## config.mk

```make
export PLATFORM = sky130hd
export DESIGN_NAME = serial_subt
export DESIGN_NICKNAME = d
export VERILOG_FILES = /design/src/rtl/serial_subt.sv
export SDC_FILE = /design/constraint.sdc
export NUM_CORES = 1
export LEC_CHECK = 0
export CORE_MARGIN = 2
export CORE_UTILIZATION = 65
export DETAILED_ROUTE_END_ITERATION = 10
export DONT_BUFFER_PORTS = 1
export GPL_ROUTABILITY_DRIVEN = 0
export MAX_ROUTING_LAYER = met4
export PLACE_DENSITY = 0.78
export SLEW_MARGIN = 20
export SYNTH_ARGS = -nofsm -noshare
export SYNTH_HDL_FRONTEND = slang
export SYNTH_SLANG_ARGS = --single-unit
```

## constraint.sdc

```tcl
create_clock -name clk -period 4 [get_ports clk]
set_input_delay 0.6 -clock clk [delete_from_list [all_inputs] [get_ports clk]]
set_output_delay 0.6 -clock clk [all_outputs]
set_load 0.02 [all_outputs]
```

## src/rtl/serial_subt.sv

```systemverilog
// serial_subt: bit-serial subtractor, d = a - b - bin (mod 2^WIDTH), LSB first.
//   A start edge in IDLE or DONE latches the operands. WIDTH SHIFT edges then
//   process one bit each. The last of these edges loads d and bo, and also ovf
//   when the overflow output is enabled.
// Ports:
//   clk   - clock, rising edge
//   rst   - asynchronous active-high reset
//   start - begin a subtraction (ignored while busy)
//   a, b  - minuend / subtrahend, sampled on the accepting start edge
//   bin   - borrow-in, sampled on the accepting start edge
//   busy  - high while bits are being processed
//   done  - one-cycle pulse when a new result is available
//   d, bo - difference and final borrow-out, held until the next result
//   ovf   - signed overflow (only when SERIAL_SUBT_OVF_EN is defined)
// Build option: define SERIAL_SUBT_OVF_EN to add the ovf output and its logic.
module serial_subt #(
  parameter int unsigned WIDTH = 8
) (
  input  logic             clk,
  input  logic             rst,
  input  logic             start,
  input  logic [WIDTH-1:0] a,
  input  logic [WIDTH-1:0] b,
  input  logic             bin,
  output logic             busy,
  output logic             done,
  output logic [WIDTH-1:0] d,
  output logic             bo
`ifdef SERIAL_SUBT_OVF_EN
  ,
  output logic             ovf
`endif
);

  localparam int unsigned CW = $clog2(WIDTH) + 1;
  localparam logic [CW-1:0] LAST = CW'(WIDTH - 1);

  typedef enum logic [1:0] {IDLE, SHIFT, DONE} state_t;

  state_t           state_q, state_d;
  logic [WIDTH-1:0] a_q, a_d, b_q, b_d;
  logic [WIDTH-1:0] res_q, res_d;
  logic [WIDTH-1:0] d_q, d_d;
  logic [CW-1:0]    cnt_q, cnt_d;
  logic             br_q, br_d;
  logic             bo_q, bo_d;
  logic             ai, bi, di, br_nx;
`ifdef SERIAL_SUBT_OVF_EN
  logic             ovf_q, ovf_d;
`endif

  always_ff @(posedge clk or posedge rst) begin
    if (rst) begin
      state_q <= IDLE;
      a_q     <= '0;
      b_q     <= '0;
      res_q   <= '0;
      d_q     <= '0;
      cnt_q   <= '0;
      br_q    <= 1'b0;
      bo_q    <= 1'b0;
`ifdef SERIAL_SUBT_OVF_EN
      ovf_q   <= 1'b0;
`endif
    end else begin
      state_q <= state_d;
      a_q     <= a_d;
      b_q     <= b_d;
      res_q   <= res_d;
      d_q     <= d_d;
      cnt_q   <= cnt_d;
      br_q    <= br_d;
      bo_q    <= bo_d;
`ifdef SERIAL_SUBT_OVF_EN
      ovf_q   <= ovf_d;
`endif
    end
  end

  // The operand registers rotate right instead of shifting. On the final
  // edge, bit 0 then holds the original MSB, which feeds the overflow term.
  always_comb begin
    state_d = state_q;
    a_d     = a_q;
    b_d     = b_q;
    res_d   = res_q;
    d_d     = d_q;
    cnt_d   = cnt_q;
    br_d    = br_q;
    bo_d    = bo_q;
`ifdef SERIAL_SUBT_OVF_EN
    ovf_d   = ovf_q;
`endif
    ai      = a_q[0];
    bi      = b_q[0];
    di      = ai ^ bi ^ br_q;
    br_nx   = (~ai & bi) | (~ai & br_q) | (bi & br_q);

    unique case (state_q)
      IDLE, DONE: begin
        if (start) begin
          a_d     = a;
          b_d     = b;
          br_d    = bin;
          cnt_d   = '0;
          state_d = SHIFT;
        end else begin
          state_d = IDLE;
        end
      end
      SHIFT: begin
        a_d   = {a_q[0], a_q[WIDTH-1:1]};
        b_d   = {b_q[0], b_q[WIDTH-1:1]};
        br_d  = br_nx;
        res_d = {di, res_q[WIDTH-1:1]};
        cnt_d = cnt_q + CW'(1);
        if (cnt_q == LAST) begin
          d_d     = {di, res_q[WIDTH-1:1]};
          bo_d    = br_nx;
`ifdef SERIAL_SUBT_OVF_EN
          ovf_d   = (ai != bi) & (di != ai);
`endif
          state_d = DONE;
        end
      end
      default: state_d = IDLE;
    endcase
  end

  assign busy = (state_q == SHIFT);
  assign done = (state_q == DONE);
  assign d    = d_q;
  assign bo   = bo_q;
`ifdef SERIAL_SUBT_OVF_EN
  assign ovf  = ovf_q;
`endif

endmodule

```

==> impl_metrics.toml, run 1 <==
[synthesis]
ys_types = 25
synth_nets = 143
ys_ff_latch = 39
yosys_warnings = 0
ys.flop_type = "dfrtp_1"
synth_edf_count = 0
syn_avg_cell_area_um2 = 13.70
syn_area_um2 = 1658
ys_seq_area_share_pct = 58.87
synthArstFlopShare_pct = 100.0
synth_cells = 121

[sta]
fin_skew_ns = 0.006887
hold_violations = 0
rsz0062_at_grt = "false"
fin_setup_tns_ns = 0
post-route-period-util_pct = 54.43
setup_violations = 0
slew_headroom_pct = 47.51
fmax_ghz = 0.4593
finalMaxSlewViolations = 0
tightest_slew_ns = 0.7839
fin_crit_ns = 2.177

[global_routing]
grt_pass1_vias = 978
grt_usage_pct = 22.40
grt_max_degree = 40
antenna_found_initial = 0
overflow = 0
grt_pass1_wl_mm = 4.333

[power_and_ir_drop]
pwr-share-comb_pct = 37.0
p_clk_share_pct = 13.1
intPower_uw = 992.4
power_density_nw_per_um2 = 902.9
p_switching_uw = 559.9
swShare_pct = 36.07
p_seq_share_pct = 49.9
ir_drop_uv = 587.4
total_power_mw = 1.552
p_leak_nw = 0.8589

[cts]
cts_tree = "yes"
clock_latency_ns = 0.35
cts_num_sinks = 39
cts_made_buffers = 5
cts_setup_buffers = 0
cts_resized = 0
clockBufferDepth = 2
cts_root_buf = "clkbuf_4"
clkTransAtPathRegs_ns = 0.11
ctsHtreeMaxLevel = 2
cts_hold_buf = 0

[drt]
routedWlPerCell_um = 17.65
drc_errors = 0
first_pass_iters = 4
ant_nets = 0
num_vias = 957
via_per_inst = 6.255
drt_iter0_markers = 12
routed_wl_mm = 2.700

[die]
io-pin-count = 31
start_util_pct = 67.53
die_w_um = 54.50
core_area_um2 = 2455
fp.dieArea_um2 = 2970
fp-row-count = 18
die_h_um = 54.50

[final_layout]
fillers = 184
syn2layout_area_growth_pct = 3.698
diodes = 0
drive_above_1_share_pct = 21.95
finalNetCount = 145

[min_path]
min_path_type = "input port to asynchronous set/reset pin"

[placement]
port-buffer-count = 0
dp_hpwl_mm = 1.752

[critical_path]
max_stage_delay_ns = 0.73
cp_slowest_cell = "nor3b_2"
critPathKind = "register to register"
cp_cell_sequence = "nor2b_4 -> buf_4 -> nor3b_2 -> mux2_2"
cp_max_fo = 35
startpoint_type = "register"
cp.arrival_ns = 2.42
critPathCaptureType = "register"
cp_data_required_time_ns = 4.24

[outcome]
status = "complete, no violations"

[flow_run]
drv_cap = 0
-- layout make-up --
| type | count | area [um^2] | share of cell area (%) |
|---|---|---|---|
| clock buffer | 6 | 51.30 | 2.984 |
| timing repair buffer | 3 | 22.52 | 1.310 |
| multi-input combinational | 71 | 615.6 | 35.81 |
| sequential | 39 | 975.9 | 56.77 |
| tap | 30 | 37.54 | 2.183 |
| clock inverter | 1 | 5.005 | 0.2911 |
| inverter | 3 | 11.26 | 0.6550 |
-- worst max-delay path, delay by kind of cell (launching register included) --
kind	cells	cell delay, ns
buf+inv	1	0.38
flops	1	0.43
mux	1	0.41
simple gates	2	0.84
-- stage by stage --
step / hold slack [ns] / std cells / util (%) / instance area, um^2 / setup slack (ns)
after floorplan: 0.4496 / 121 / - / 1658 / 2.511
after global placement: 0.4577 / 146 / 67.74 / 1663 / 1.900
after detailed placement: 0.4653 / 146 / 67.74 / 1663 / 1.802
after CTS: 0.2601 / 153 / 70.03 / 1719 / 1.786
after global routing: 0.2737 / 153 / 70.03 / 1719 / 1.685
final: 0.2440 / 153 / 70.03 / 1719 / 1.823
-- state kept, by name, summed over array words and instances, names as in the netlist --
register / count
a_q: 8
b_q: 8
bo: 1
br_q: 1
cnt_q: 4
d: 8
res_q: 7
state_q: 2
-- power by group through the flow --
stage | registers, mW | clock network [mW] | logic (mW)
global placement | 0.774 | 0 | 0.553
floorplan | 0.747 | 0 | 0.523
detailed placement | 0.786 | 0 | 0.580
finish | 0.775 | 0.204 | 0.574
CTS | 0.777 | 0.208 | 0.584
global route | 0.803 | 0.221 | 0.645
-- layer usage --
metal | vias up | GRT usage, % | wire [um]
met5 | - | - | 0
li1 | 442 | - | -
met1 | 491 | 25.97 | 1187
met3 | 5 | 8.197 | 127
met2 | 19 | 34.34 | 1345
met4 | 0 | 11.25 | 39
-- worst paths after layout --
kind / start / endpoint / slack (ns) / depth (start not counted)
setup / recovery: state_q[1] / d[1] / 1.82 / 4
hold / removal: rst / state_q[1] / 0.24 / 2
setup reg to reg: state_q[1] / d[1] / 1.82 / 4
hold reg to reg: b_q[1] / b_q[1] / 0.49 / 1
max in group asynchronous: rst / res_q[1] / 3.42 / 2
min in group clk: a[0] / a_q[0] / 0.40 / 1
-- cells in the mapped netlist (2+ instances only) --
cell	n	area, um^2
nor2b_1	2	12.51
a21o_1	16	120.1
dfrtp_1	39	975.9
mux2i_1	3	30.03
mux2_2	14	157.7
buf_6	2	22.52
nor2_1	2	7.510
a22o_1	18	157.7
inv_1	3	11.26
nand2_1	3	11.26
buf_2	5	25.02
-- cells in the final DEF (no fill, tap or decap), drive strengths merged --
| master | n |
|---|---|
| dfrtp | 39 |
| a22o | 18 |
| a21o | 16 |
| mux2 | 14 |
| clkbuf | 6 |
| nand2 | 3 |
| mux2i | 3 |
| inv | 3 |
| buf | 3 |
| nor2b | 3 |
| nor2 | 3 |
| nor3b | 1 |
| nand2b | 1 |
| nand4 | 1 |
| a21oi | 1 |
| nor3 | 1 |
| a221o | 1 |
| and2b | 1 |
| xnor2 | 1 |
| o21ai | 1 |
| fa | 1 |
| ha | 1 |
| clkinv | 1 |
-- kinds of logic (layout without fill, tap and decap cells) --
family	count (synthesis)	in the layout	synth area share, %
AO/OA/AOI/OAI	37	37	17.96
XOR/XNOR	1	1	0.5284
adder cells (fa/ha/maj)	2	2	1.962
buffers and inverters	11	13	4.000
flip-flops	39	39	58.87
multiplexers	17	17	11.32
AND/OR/NAND/NOR	14	14	5.359
No activity file was read; power rests on OpenSTA's default activity.
==> run 2, diff against run 1 <==
--- a/config.mk
+++ b/config.mk
@@ -6,12 +6,12 @@
 export NUM_CORES = 1
 export LEC_CHECK = 0
 export CORE_MARGIN = 2
-export CORE_UTILIZATION = 65
+export CORE_UTILIZATION = 55
 export DETAILED_ROUTE_END_ITERATION = 10
 export DONT_BUFFER_PORTS = 1
 export GPL_ROUTABILITY_DRIVEN = 0
 export MAX_ROUTING_LAYER = met4
-export PLACE_DENSITY = 0.78
+export PLACE_DENSITY = 0.7
 export SLEW_MARGIN = 20
 export SYNTH_ARGS = -nofsm -noshare
 export SYNTH_HDL_FRONTEND = slang
==> constraint.sdc (replaced) <==
create_clock -name clk -period 1.91 [get_ports clk]
set_input_delay 0.2865 -clock clk [delete_from_list [all_inputs] [get_ports clk]]
set_output_delay 0.2865 -clock clk [all_outputs]
set_load 0.02 [all_outputs]
==> run 2 against run 1 <==
Compared with the run above:
- via count fell by 0.31%
- utilization fell by 6.5 points
- clock-buffer cell count did not move
- worst hold slack got worse by 0.15 ns
- die area rose by 17%
- highest routed layer unchanged
==> impl_metrics.toml, run 2 (synthesis results as in run 1) <==
[drt]
drt_iter0_markers = 36
routedWlPerCell_um = 17.21
routed_wl_mm = 2.737
num_vias = 954
drc_errors = 0
first_pass_iters = 4
ant_nets = 0
via_per_inst = 6.000

[global_routing]
grt_pass1_vias = 1001
overflow = 0
grt_usage_pct = 18.74
grt_pass1_wl_mm = 4.602
grt_max_degree = 40
antenna_found_initial = 0

[placement]
dp_hpwl_mm = 1.865
port-buffer-count = 0
pre_cts_ws_ns = 0.3885

[die]
die_w_um = 58.90
io-pin-count = 31
fp-row-count = 19
core_area_um2 = 2805
die_h_um = 58.90
fp.dieArea_um2 = 3469
start_util_pct = 59.10

[critical_path]
r2r-end = "d[1]"
cp_data_required_time_ns = 2.14
cp.arrival_ns = 1.76
regToRegSetupSlack_ns = 0.37
timing.rr.start = "cnt_q[0]"
critPathCaptureType = "register"
crit_start = "cnt_q[0]"
cp-endpoint = "d[1]"
ff2ff_path_depth = 5
critPathKind = "register to register"
startpoint_type = "register"
cp_max_fo = 10

[flow_run]
drv_cap = 0

[sta]
hold_violations = 0
finalMaxSlewViolations = 0
tightest_slew_ns = 0.6518
rsz0062_at_grt = "false"
slew_headroom_pct = 56.50
post-route-period-util_pct = 80.45
fin_crit_ns = 1.537
setup_ws_ns = 0.3735
fmax_ghz = 0.6508
setup_violations = 0
fin_setup_tns_ns = 0
fin_skew_ns = 0.005464

[power_and_ir_drop]
swShare_pct = 34.43
ir_drop_uv = 893.6
total_power_mw = 3.438
p_seq_share_pct = 47.3
pwr-share-comb_pct = 36.3
p_switching_mw = 1.184
intPower_mw = 2.255
p_clk_share_pct = 16.4
power_density_nw_per_um2 = 1928
p_leak_nw = 0.8918

[cts]
ctsHtreeMaxLevel = 2
cts_setup_buffers = 0
clkTransAtPathRegs_ns = 0.11
cts_tree = "yes"
clockBufferDepth = 2
cts_made_buffers = 5
cts_root_buf = "clkbuf_4"
cts_num_sinks = 39
clock_latency_ns = 0.33

[final_layout]
drive_above_1_share_pct = 24.22
syn2layout_area_growth_pct = 7.547
fillers = 237
multi_input_area_um2 = 615.6
diodes = 0
final_cell_mix = "39 x dfrtp_1, 18 x a22o_1, 16 x a21o_1"
fin_util_pct = 63.56
final_common_cell = "dfrtp_1"
finalNetCount = 149
seq_area_um2 = 975.9

[min_path]
min_path_type = "input port to register"
hold_path.startpoint = "start"

[outcome]
status = "complete, no violations"
## run 2: worst min path at each step
stage                     cells past startpoint  slack, ns    endpoint
final                                         2       0.09  state_q[0]
after global routing                          1       0.08      a_q[0]
after CTS                                     2       0.08  state_q[0]
after detailed placement                      2       0.33    res_q[1]
after global placement                        2       0.31    res_q[1]
after floorplan                               2       0.42  state_q[0]
## run 2: power groups by stage
stage | Sequential [mW] | Clock [mW] | Combinational (mW)
floorplan | 1.56 | 0 | 1.09
global placement | 1.63 | 0 | 1.21
detailed placement | 1.65 | 0 | 1.25
CTS | 1.63 | 0.584 | 1.27
global route | 1.68 | 0.622 | 1.39
finish | 1.63 | 0.563 | 1.25
## run 2: critical path, cell delays in order (launching register included)
cell	delay, ns
dfrtp_1	0.42
ha_1	0.20
nand2_1	0.09
nor3b_2	0.18
buf_4	0.20
mux2_2	0.35
## run 2: what timing repair did
item	in CTS	in global routing
hold buffers	1	0
endpoints found under the hold margin	39	0
setup endpoints to repair	0	0
resized for setup	0	0
## run 2: area by class of cell
cell class	count	share of cell area, %
clock inverter	2	1.965
clock buffer	6	2.877
multi-input combinational	71	34.53
timing repair buffer	7	3.088
inverter	3	0.6316
sequential	39	54.74
tap	31	2.175
## run 2: layer usage
metal	vias to the layer above	GRT usage, %	wire (um)
met2	17	26.67	1260
li1	451	-	-
met4	0	5.844	14
met3	2	8.132	156
met5	-	-	0
met1	484	24.37	1305
## run 2: stage by stage
| stage | hold WS (ns) | cell area, um^2 | std cells |
|---|---|---|---|
| floorplan | 0.4190 | 1658 | 121 |
| global placement | 0.3140 | 1687 | 150 |
| detailed placement | 0.3256 | 1687 | 150 |
| CTS | 0.07616 | 1783 | 159 |
| global route | 0.07731 | 1783 | 159 |
| finish | 0.09351 | 1783 | 159 |
==> run 3, diff against run 2 <==
==> constraint.sdc (replaced) <==
create_clock -name clk -period 1.3 [get_ports clk]
set_input_delay 0.195 -clock clk [delete_from_list [all_inputs] [get_ports clk]]
set_output_delay 0.195 -clock clk [all_outputs]
set_load 0.02 [all_outputs]
==> run 3 against run 2 <==
Compared with the run above:
- the run now ends with DRC, setup timing left
- first-iteration DRC count rose by 2.8%
- largest power group is now combinational cells
- power is 71% higher
- critical endpoint is now busy
- clock skew rose by 0.0095 ns
==> impl_metrics.toml, run 3 (synthesis results as in run 1) <==
[critical_path]
r2r-end = "d[3]"
path_buf_inv = 2
cp_top_family = "flip-flops"
max_stage_delay_ns = 0.40
cp_data_required_time_ns = 1.11
ff2ff_path_depth = 5
timing.rr.start = "cnt_q[1]"
critPathCaptureType = "output port"
worst_path_most_repeated_cell = "buf_6"
critPathKind = "register to output port"
cp_max_fo = 5
startpoint_type = "register"
cp_slowest_cell = "dfrtp_1"
cp.arrival_ns = 1.25
regToRegSetupSlack_ns = -0.13
cp_cell_sequence = "nor2b_4 -> buf_6 -> buf_6"

[cts]
cts_made_buffers = 5
ctsHtreeMaxLevel = 2
cts_num_sinks = 39
clkTransAtPathRegs_ns = 0.13
cts_root_buf = "clkbuf_4"
cts_tree = "yes"
clockBufferDepth = 2
clock_latency_ns = 0.36

[sta]
finalMaxSlewViolations = 0
rsz0062_at_grt = "true"
tightest_slew_ns = 0.4762
setup_ws_ns = -0.1447
post-route-period-util_pct = 111.1
setup_violations = 30
fin_skew_ns = 0.01497
fin_crit_ns = 1.445
fmax_ghz = 0.6922
hold_violations = 0
slew_headroom_pct = 68.25

[die]
io-pin-count = 31
core_area_um2 = 2805
fp-row-count = 19
die_h_um = 58.90
die_w_um = 58.90
fp.dieArea_um2 = 3469
start_util_pct = 59.10

[drt]
via_per_inst = 5.883
drt_iter0_markers = 37
ant_nets = 0
drc_errors = 2
num_vias = 1059
routed_wl_mm = 3.304
routedWlPerCell_um = 18.36
first_pass_iters = 7

[final_layout]
fillers = 175
syn2layout_area_growth_pct = 26.04
final_common_cell = "dfrtp_1"
diodes = 0
finalNetCount = 170
final_cell_mix = "39 x dfrtp_1, 18 x a22o_1, 16 x a21o_1"
drive_above_1_share_pct = 37.58
fin_util_pct = 74.49

[global_routing]
antenna_found_initial = 0
grt_pass1_wl_mm = 5.133
grt_usage_pct = 21.12
overflow = 0
grt_max_degree = 40
grt_pass1_vias = 1067

[flow_run]
drv_cap = 0

[min_path]
holdPathEnd = "a_q[4]"
worst_hold_path.num_cells = 2
min_path_type = "input port to register"
hold_path.startpoint = "a[4]"

[power_and_ir_drop]
ir_drop_uv = 1340
power_density_nw_per_um2 = 2810
p_leak_nw = 1.054

[placement]
dp_hpwl_mm = 2.107
pre_cts_ws_ns = -0.1767
port-buffer-count = 0

[outcome]
violations = "DRC, setup timing"
status = "finished with violations"
run 3: area by class of cell:
cell class	instances	area, um^2	area share, %
flip-flops and latches	39	975.9	46.71
multi-input cells	71	699.4	33.47
repair buffers	28	311.5	14.91
well taps	31	38.79	1.856
clock buffers	5	37.54	1.796
clock inverters	3	15.01	0.7186
inverters	3	11.26	0.5389
run 3: how the worst max path moves through the flow:
stage | start | to | cells past startpoint
final | state_q[0] | busy | 3
after global routing | state_q[0] | busy | 3
after CTS | cnt_q[0] | d[3] | 5
after detailed placement | state_q[0] | cnt_q[1] | 4
after global placement | state_q[0] | cnt_q[1] | 4
after floorplan | state_q[1] | bo | 5
run 3: timing repair:
action / in CTS / in global routing
hold buffers: 3 / 0
setup buffers: 3 / 5
gates cloned: 0 / 2
hold endpoints to repair: 41 / 0
resized for setup: 13 / 8
setup endpoints to repair: 29 / 37
pin swaps: 14 / 11
run 3: metal layers:
metal	vias to the layer above	part of all wire [%]	global-route usage [%]
li1	489	-	-
met1	531	45	27.17
met2	34	48	29.05
met3	5	6.0	6.374
met4	0	1.3	13.31
met5	-	0	-
run 3: report_power, final:
group,switching [mW],internal [mW]
Clock,0.410,0.201
Combinational,1.08,1.76
Sequential,0.597,1.82
run 3: metrics by stage:
stage | area (um^2) | hold WS, ns | cells | setup TNS (ns) | total power, mW
after floorplan | 1693 | 0.3275 | 121 | -0.5597 | 4.021
after global placement | 1817 | 0.2228 | 161 | -3.041 | 4.509
after detailed placement | 1817 | 0.2275 | 161 | -4.056 | 4.647
after CTS | 1971 | 0.02632 | 175 | -1.971 | 5.494
after global routing | 2090 | 0.02581 | 180 | -3.287 | 6.262
final | 2090 | 0.04211 | 180 | -1.747 | 5.872
